--- config.mk ---
export PLATFORM = sky130hd
export DESIGN_NAME = syzygy_adc_align_seq
export DESIGN_NICKNAME = d
export VERILOG_FILES = /design/src/rtl/syzygy_adc_align_seq.sv
export SDC_FILE = /design/constraint.sdc
export NUM_CORES = 1
export LEC_CHECK = 0
export BUFFER_PORTS_ARGS = -buffer_cell sky130_fd_sc_hd__buf_2
export CORE_ASPECT_RATIO = 0.75
export CORE_MARGIN = 8
export CORE_UTILIZATION = 61
export CTS_CLUSTER_DIAMETER = 60
export CTS_CLUSTER_SIZE = 16
export DETAILED_ROUTE_END_ITERATION = 8
export PLACE_DENSITY = 0.8
export SLEW_MARGIN = 20
export SYNTH_ARGS = -nofsm -noshare
export SYNTH_HDL_FRONTEND = slang
export SYNTH_SLANG_ARGS = --single-unit
--- constraint.sdc ---
create_clock -name clk -period 3.5 [get_ports clk]
set_input_delay 0.7 -clock clk [delete_from_list [all_inputs] [get_ports clk]]
set_output_delay 0.7 -clock clk [all_outputs]
set_load 0.01 [all_outputs]
--- src/rtl/syzygy_adc_align_seq.sv ---
// Bring-up and frame-alignment sequencer for SYZYGY LTC226x ADC front ends.
// Optional build macro ADC_ALIGN_LOCK_LOSS_EN: MMCM lock loss after WAIT_LOCK restarts the sequence.
//
// state     | meaning
// WAIT_LOCK | waiting for synced MMCM lock, IDELAYCTRL held in reset
// WAIT_IDLY | waiting for synced IDELAYCTRL ready
// HOLD      | ISERDES reset held for SERDES_HOLD_CYCLES
// SETTLE    | waiting SETTLE_CYCLES after enable/bitslip before comparing
// CHECK     | one-cycle frame compare; slip on mismatch
// LOCKED    | aligned, monitoring for consecutive frame misses
// FAIL      | every sweep exhausted, align_err set until realign
module syzygy_adc_align_seq #(
    parameter int                 NUM_CH             = 2,
    parameter int                 FRAME_W            = 8,
    parameter logic [FRAME_W-1:0] FRAME_PATTERN      = 8'hF0,
    parameter int                 SERDES_HOLD_CYCLES = 64,
    parameter int                 SETTLE_CYCLES      = 4,
    parameter int                 MAX_RETRIES        = 2,
    parameter int                 MISS_LIMIT         = 4
) (
    input  logic                       clk,
    input  logic                       reset_n,
    input  logic                       mmcm_locked,
    input  logic                       idelay_rdy,
    input  logic [FRAME_W-1:0]         frame_word,
    input  logic                       realign,
    output logic                       reset_idelay,
    output logic                       reset_serdes,
    output logic [NUM_CH-1:0]          ena,
    output logic                       bitslip,
    output logic [$clog2(FRAME_W)-1:0] bitslip_count,
    output logic                       data_valid,
    output logic                       align_err
);

    localparam int BC_W     = $clog2(FRAME_W);
    localparam int SLIP_W   = $clog2(FRAME_W + 1);
    localparam int RETRY_W  = $clog2(MAX_RETRIES + 1);
    localparam int MISS_W   = $clog2(MISS_LIMIT + 1);
    localparam int SETTLE_W = $clog2(SETTLE_CYCLES + 1);

    typedef enum logic [2:0] {
        S_WAIT_LOCK, S_WAIT_IDLY, S_HOLD, S_SETTLE, S_CHECK, S_LOCKED, S_FAIL
    } state_t;

    state_t               state;
    logic [7:0]           hold_cnt;
    logic [SETTLE_W-1:0]  settle_cnt;
    logic [SLIP_W-1:0]    slip_cnt;
    logic [RETRY_W-1:0]   retries;
    logic [MISS_W-1:0]    miss_cnt;
    logic                 lock_meta, lock_s, rdy_meta, rdy_s;
    logic                 lock_lost;
    logic                 frame_ok;

    always_ff @(posedge clk or negedge reset_n) begin
        if (!reset_n) begin
            lock_meta <= 1'b0;
            lock_s    <= 1'b0;
            rdy_meta  <= 1'b0;
            rdy_s     <= 1'b0;
        end else begin
            lock_meta <= mmcm_locked;
            lock_s    <= lock_meta;
            rdy_meta  <= idelay_rdy;
            rdy_s     <= rdy_meta;
        end
    end

    always_comb begin
        frame_ok = (frame_word == FRAME_PATTERN);
`ifdef ADC_ALIGN_LOCK_LOSS_EN
        lock_lost = (state != S_WAIT_LOCK) && !lock_s;
`else
        lock_lost = 1'b0;
`endif
    end

    always_ff @(posedge clk or negedge reset_n) begin
        if (!reset_n) begin
            state         <= S_WAIT_LOCK;
            reset_idelay  <= 1'b1;
            reset_serdes  <= 1'b1;
            ena           <= '0;
            bitslip       <= 1'b0;
            bitslip_count <= '0;
            data_valid    <= 1'b0;
            align_err     <= 1'b0;
            hold_cnt      <= '0;
            settle_cnt    <= '0;
            slip_cnt      <= '0;
            retries       <= '0;
            miss_cnt      <= '0;
        end else if (lock_lost) begin
            state         <= S_WAIT_LOCK;
            reset_idelay  <= 1'b1;
            reset_serdes  <= 1'b1;
            ena           <= '0;
            bitslip       <= 1'b0;
            bitslip_count <= '0;
            data_valid    <= 1'b0;
            align_err     <= 1'b0;
            hold_cnt      <= '0;
            settle_cnt    <= '0;
            slip_cnt      <= '0;
            retries       <= '0;
            miss_cnt      <= '0;
        end else begin
            bitslip <= 1'b0;
            case (state)
                S_WAIT_LOCK: begin
                    if (lock_s) begin
                        reset_idelay <= 1'b0;
                        state        <= S_WAIT_IDLY;
                    end
                end
                S_WAIT_IDLY: begin
                    if (rdy_s) begin
                        hold_cnt <= 8'(SERDES_HOLD_CYCLES);
                        state    <= S_HOLD;
                    end
                end
                S_HOLD: begin
                    hold_cnt <= hold_cnt - 8'd1;
                    if (hold_cnt == 8'd1) begin
                        reset_serdes <= 1'b0;
                        ena          <= '1;
                        settle_cnt   <= SETTLE_W'(SETTLE_CYCLES);
                        state        <= S_SETTLE;
                    end
                end
                S_SETTLE: begin
                    if (settle_cnt == SETTLE_W'(1)) begin
                        state <= S_CHECK;
                    end else begin
                        settle_cnt <= settle_cnt - SETTLE_W'(1);
                    end
                end
                S_CHECK: begin
                    if (frame_ok) begin
                        data_valid <= 1'b1;
                        miss_cnt   <= '0;
                        state      <= S_LOCKED;
                    end else begin
                        bitslip       <= 1'b1;
                        bitslip_count <= (bitslip_count == BC_W'(FRAME_W - 1)) ?
                                         '0 : bitslip_count + BC_W'(1);
                        settle_cnt    <= SETTLE_W'(SETTLE_CYCLES);
                        state         <= S_SETTLE;
                        if (slip_cnt == SLIP_W'(FRAME_W - 1)) begin
                            slip_cnt <= '0;
                            retries  <= retries + RETRY_W'(1);
                            // the slip that completes the last sweep still fires, then we give up
                            if (retries == RETRY_W'(MAX_RETRIES - 1)) begin
                                align_err <= 1'b1;
                                state     <= S_FAIL;
                            end
                        end else begin
                            slip_cnt <= slip_cnt + SLIP_W'(1);
                        end
                    end
                end
                S_LOCKED: begin
                    if (realign) begin
                        data_valid <= 1'b0;
                        retries    <= '0;
                        slip_cnt   <= '0;
                        miss_cnt   <= '0;
                        settle_cnt <= SETTLE_W'(SETTLE_CYCLES);
                        state      <= S_SETTLE;
                    end else if (frame_ok) begin
                        miss_cnt <= '0;
                    end else if (miss_cnt == MISS_W'(MISS_LIMIT - 1)) begin
                        data_valid <= 1'b0;
                        retries    <= '0;
                        slip_cnt   <= '0;
                        miss_cnt   <= '0;
                        settle_cnt <= SETTLE_W'(SETTLE_CYCLES);
                        state      <= S_SETTLE;
                    end else begin
                        miss_cnt <= miss_cnt + MISS_W'(1);
                    end
                end
                S_FAIL: begin
                    data_valid <= 1'b0;
                    if (realign) begin
                        align_err  <= 1'b0;
                        retries    <= '0;
                        slip_cnt   <= '0;
                        miss_cnt   <= '0;
                        settle_cnt <= SETTLE_W'(SETTLE_CYCLES);
                        state      <= S_SETTLE;
                    end
                end
                default: state <= S_WAIT_LOCK;
            endcase
        end
    end

endmodule

==> flow_metrics.py <==
metrics = {
    "global_routing": {
        "grt_max_degree": 37,
        "grt_pass1_wl_um": 6690,
        "grt_overflow_total": 0,
        "grt_usage_pct": 16.3,
        "antenna_found_initial": 0,
        "grt_pass1_vias": 1508,
    },
    "power": {
        "powerDensity_mw_per_mm2": 750,
        "vdd_drop_max_uv": 501,
        "p_leak_nw": 0.978,
    },
    "sta": {
        "finalClockSkew_ns": 0.00551,
        "period_minus_slack_ns": 2.23,
        "tns_ns": 0,
        "clock.fmax_mhz": 449,
        "final.period_utilization_pct": 63.6,
        "worst_pin_slew_ns": 0.776,
        "setup_viol": 0,
        "rsz0062_at_grt": "false",
        "max_slew_margin_pct": 48.3,
        "hold_slack_ns": 0.349,
        "report.final.slew_viol_count": 0,
        "finalHoldViolCount": 0,
    },
    "synth": {
        "synth_compound_area_share_pct": 16.8,
        "synth-simple-area-share_pct": 22.0,
        "synthMuxAreaShare_pct": 2.90,
        "synth_top_cell_by_area": "dfrtp_1",
        "seq_area_frac_synth_pct": 48.7,
        "async_reset_ff_share_pct": 100,
        "syn_area_mm2": 0.00186,
        "synth_top_family_by_area": "simple AND/OR/NAND/NOR gates",
        "ys_warn_count": 0,
        "syn_nets": 211,
        "synth.most_common_cell": "dfrtp_1",
        "synth_flop_cell": "dfrtp_1",
        "yosys.cell_types.count": 45,
        "syn-mean-instance-area_um2": 9.82,
        "synthXorXnorAreaFrac_pct": 0,
        "synth_top_area_share_pct": 45.8,
        "postSynthCellCount": 189,
        "ys_top_cells_by_count": "dfrtp_1 (34), nand2_1 (23), o21ai_0 (16), nor2_1 (12), inv_1 (10)",
        "synth_seq_cells": 36,
        "synth_fa_ha_area_share_pct": 6.06,
        "netlist_top_cells_area": "dfrtp_1 (46%), ha_1 (6.1%), nand2_1 (4.6%)",
        "synth_edf_count": 0,
    },
    "routing": {
        "wl_per_cell_um": 15.0,
        "drt_iter0_markers": 101,
        "drt_pass1_iterations": 4,
        "drc": 0,
        "vias": 1494,
        "final_antenna_net_count": 0,
        "drt_wl_total_um": 3770,
        "vias_per_cell": 5.95,
    },
    "clock_tree": {
        "cts_resized": 0,
        "cts-root-buf": "clkbuf_8",
        "cts_sinks": 36,
        "postCtsHoldBufs": 0,
        "path_clk_slew_ns": 0.07,
        "cts-buffers-inserted": 5,
        "cts_tree": "built",
        "postCtsSetupBuffers": 0,
        "cts_max_level": 2,
        "clockBufferDepth": 2,
        "clock_latency_ns": 0.29,
    },
    "worst_setup_path": {
        "critPathSlowestCell": "or4_4",
        "path_cells": "buf_2 > or4_4 > or2_4 > a221oi_4 > nor3_2 > mux2_1",
        "end_kind": "register",
        "critPathMaxStageDelay_ns": 0.54,
        "cp_data_arrival_time_ns": 2.41,
        "path_delay_family": "simple AND/OR/NAND/NOR gates",
        "crit_path_start_kind": "input pin",
        "crit_fanout": 7,
        "cp.buffers_inverters": 1,
        "worstPathRequired_ns": 3.68,
        "critPathKind": "input pin to register",
    },
    "cells_and_area": {
        "utilization_pct": 71.4,
        "fillers": 206,
        "diodes": 0,
        "final_nets": 234,
        "multi_input_area_um2": 888,
        "drive_gt1_share_pct": 19.2,
        "syn2layout_area_growth_pct": 12.0,
        "seq_area_um2": 903,
    },
    "flow_run": {
        "drv_cap": 0,
    },
    "floorplan": {
        "die_w_um": 79.7,
        "ioPinCount": 23,
        "die_area_mm2": 0.00508,
        "core_area_mm2": 0.00291,
        "die_h_um": 63.8,
        "start_util_pct": 63.7,
        "row_count": 17,
    },
    "placed_design": {
        "post-dp-hpwl_um": 2840,
        "io_buffers": 22,
        "gp_congestion": 0.808,
    },
    "hold_path": {
        "hold_path.class": "register to register",
    },
    "status": {
        "status": "finished clean",
    },
}
registers in the layout, summed over array words and instances (netlist names):
| signal | flops |
|---|---|
| slip_cnt | 4 |
| retries | 2 |
| hold_cnt | 8 |
| lock_meta | 1 |
| rdy_s | 1 |
| align_err | 1 |
| rdy_meta | 1 |
| bitslip | 1 |
| lock_s | 1 |
| state | 3 |
| settle_cnt | 3 |
| ena | 1 |
| data_valid | 1 |
| reset_serdes | 1 |
| bitslip_count | 3 |
| reset_idelay | 1 |
| miss_cnt | 3 |
cells by family (layout without fill, tap and decap cells):
family                   after synthesis  count (layout)
adder cells (fa/ha/maj)                9               9
multiplexers                           5               5
AND/OR/NAND/NOR                       77              77
flip-flops                            36              36
buffers and inverters                 16              40
AO/OA/AOI/OAI                         46              46
worst paths after layout:
kind                               start          endpoint  slack (ns)  depth (start not counted)
max                        frame_word[1]        retries[1]        1.27                          6
max reg2reg                     state[0]       hold_cnt[7]        1.28                          5
min reg2reg                     rdy_meta             rdy_s        0.35                          0
max in group asynchronous        reset_n         lock_meta        2.52                          1
min                             rdy_meta             rdy_s        0.35                          0
min in group asynchronous        reset_n  bitslip_count[0]        0.48                          1
routing by layer:
metal | up-vias | global-route usage (%) | part of all wire, %
met2 | 46 | 24.8 | 47
li1 | 721 | - | -
met1 | 724 | 21.1 | 46
met4 | 0 | 5.99 | 0.50
met3 | 3 | 5.31 | 6.2
met5 | - | 0 | 0
report_power, final:
part / total (mW) / internal (mW) / switching, mW / leakage, nW
clock: 0.306 / 0.157 / 0.149 / 0.0510
combinational: 0.560 / 0.245 / 0.315 / 0.477
sequential: 0.694 / 0.542 / 0.152 / 0.450
total: 1.56 / 0.943 / 0.617 / 0.978
through the flow:
stage / worst slack (ns) / power (mW) / instance area, µm² / std cells
2_1_floorplan: 1.16 / 1.10 / 1860 / 189
3_3_place_gp: 0.996 / 1.21 / 1990 / 243
3_5_place_dp: 0.965 / 1.26 / 1990 / 243
4_1_cts: 1.28 / 1.57 / 2080 / 251
5_1_grt: 1.11 / 1.69 / 2080 / 251
6_report: 1.27 / 1.56 / 2080 / 251
worst register-to-register path, delay by kind of cell (launching register included):
kind | cells | cell delay, ns
AO/OA/AOI/OAI | 1 | 0.09
flip-flops | 1 | 0.61
AND/OR/NAND/NOR | 4 | 1.41
placed cells by master (no fill, tap or decap), types with 2 or more instances in the layout:
cell      instances
nand2_1          23
nor2b_1           5
dfrtp_1          34
nor2_1           12
clkinv_2          2
and2_1            2
nand2b_1          9
mux2_1            2
ha_1              9
nand3_1           8
o21ai_0          16
o31ai_1           6
nor4_1            3
nand4_1           3
nor3b_1           2
buf_2            22
a31oi_1           4
a21o_1            2
mux2i_1           2
a21boi_0          2
inv_1            10
clkbuf_8          6
a21oi_1           6
dfstp_2           2
cell type report:
type	count	area share, %
Timing Repair Buffer	22	5.29
Clock buffer	6	3.97
Multi-Input combinational cell	137	42.7
Inverter	10	1.81
Clock inverter	2	0.481
Sequential cell	36	43.4
Tap cell	38	2.29
No activity file was read; power rests on OpenSTA's default activity.
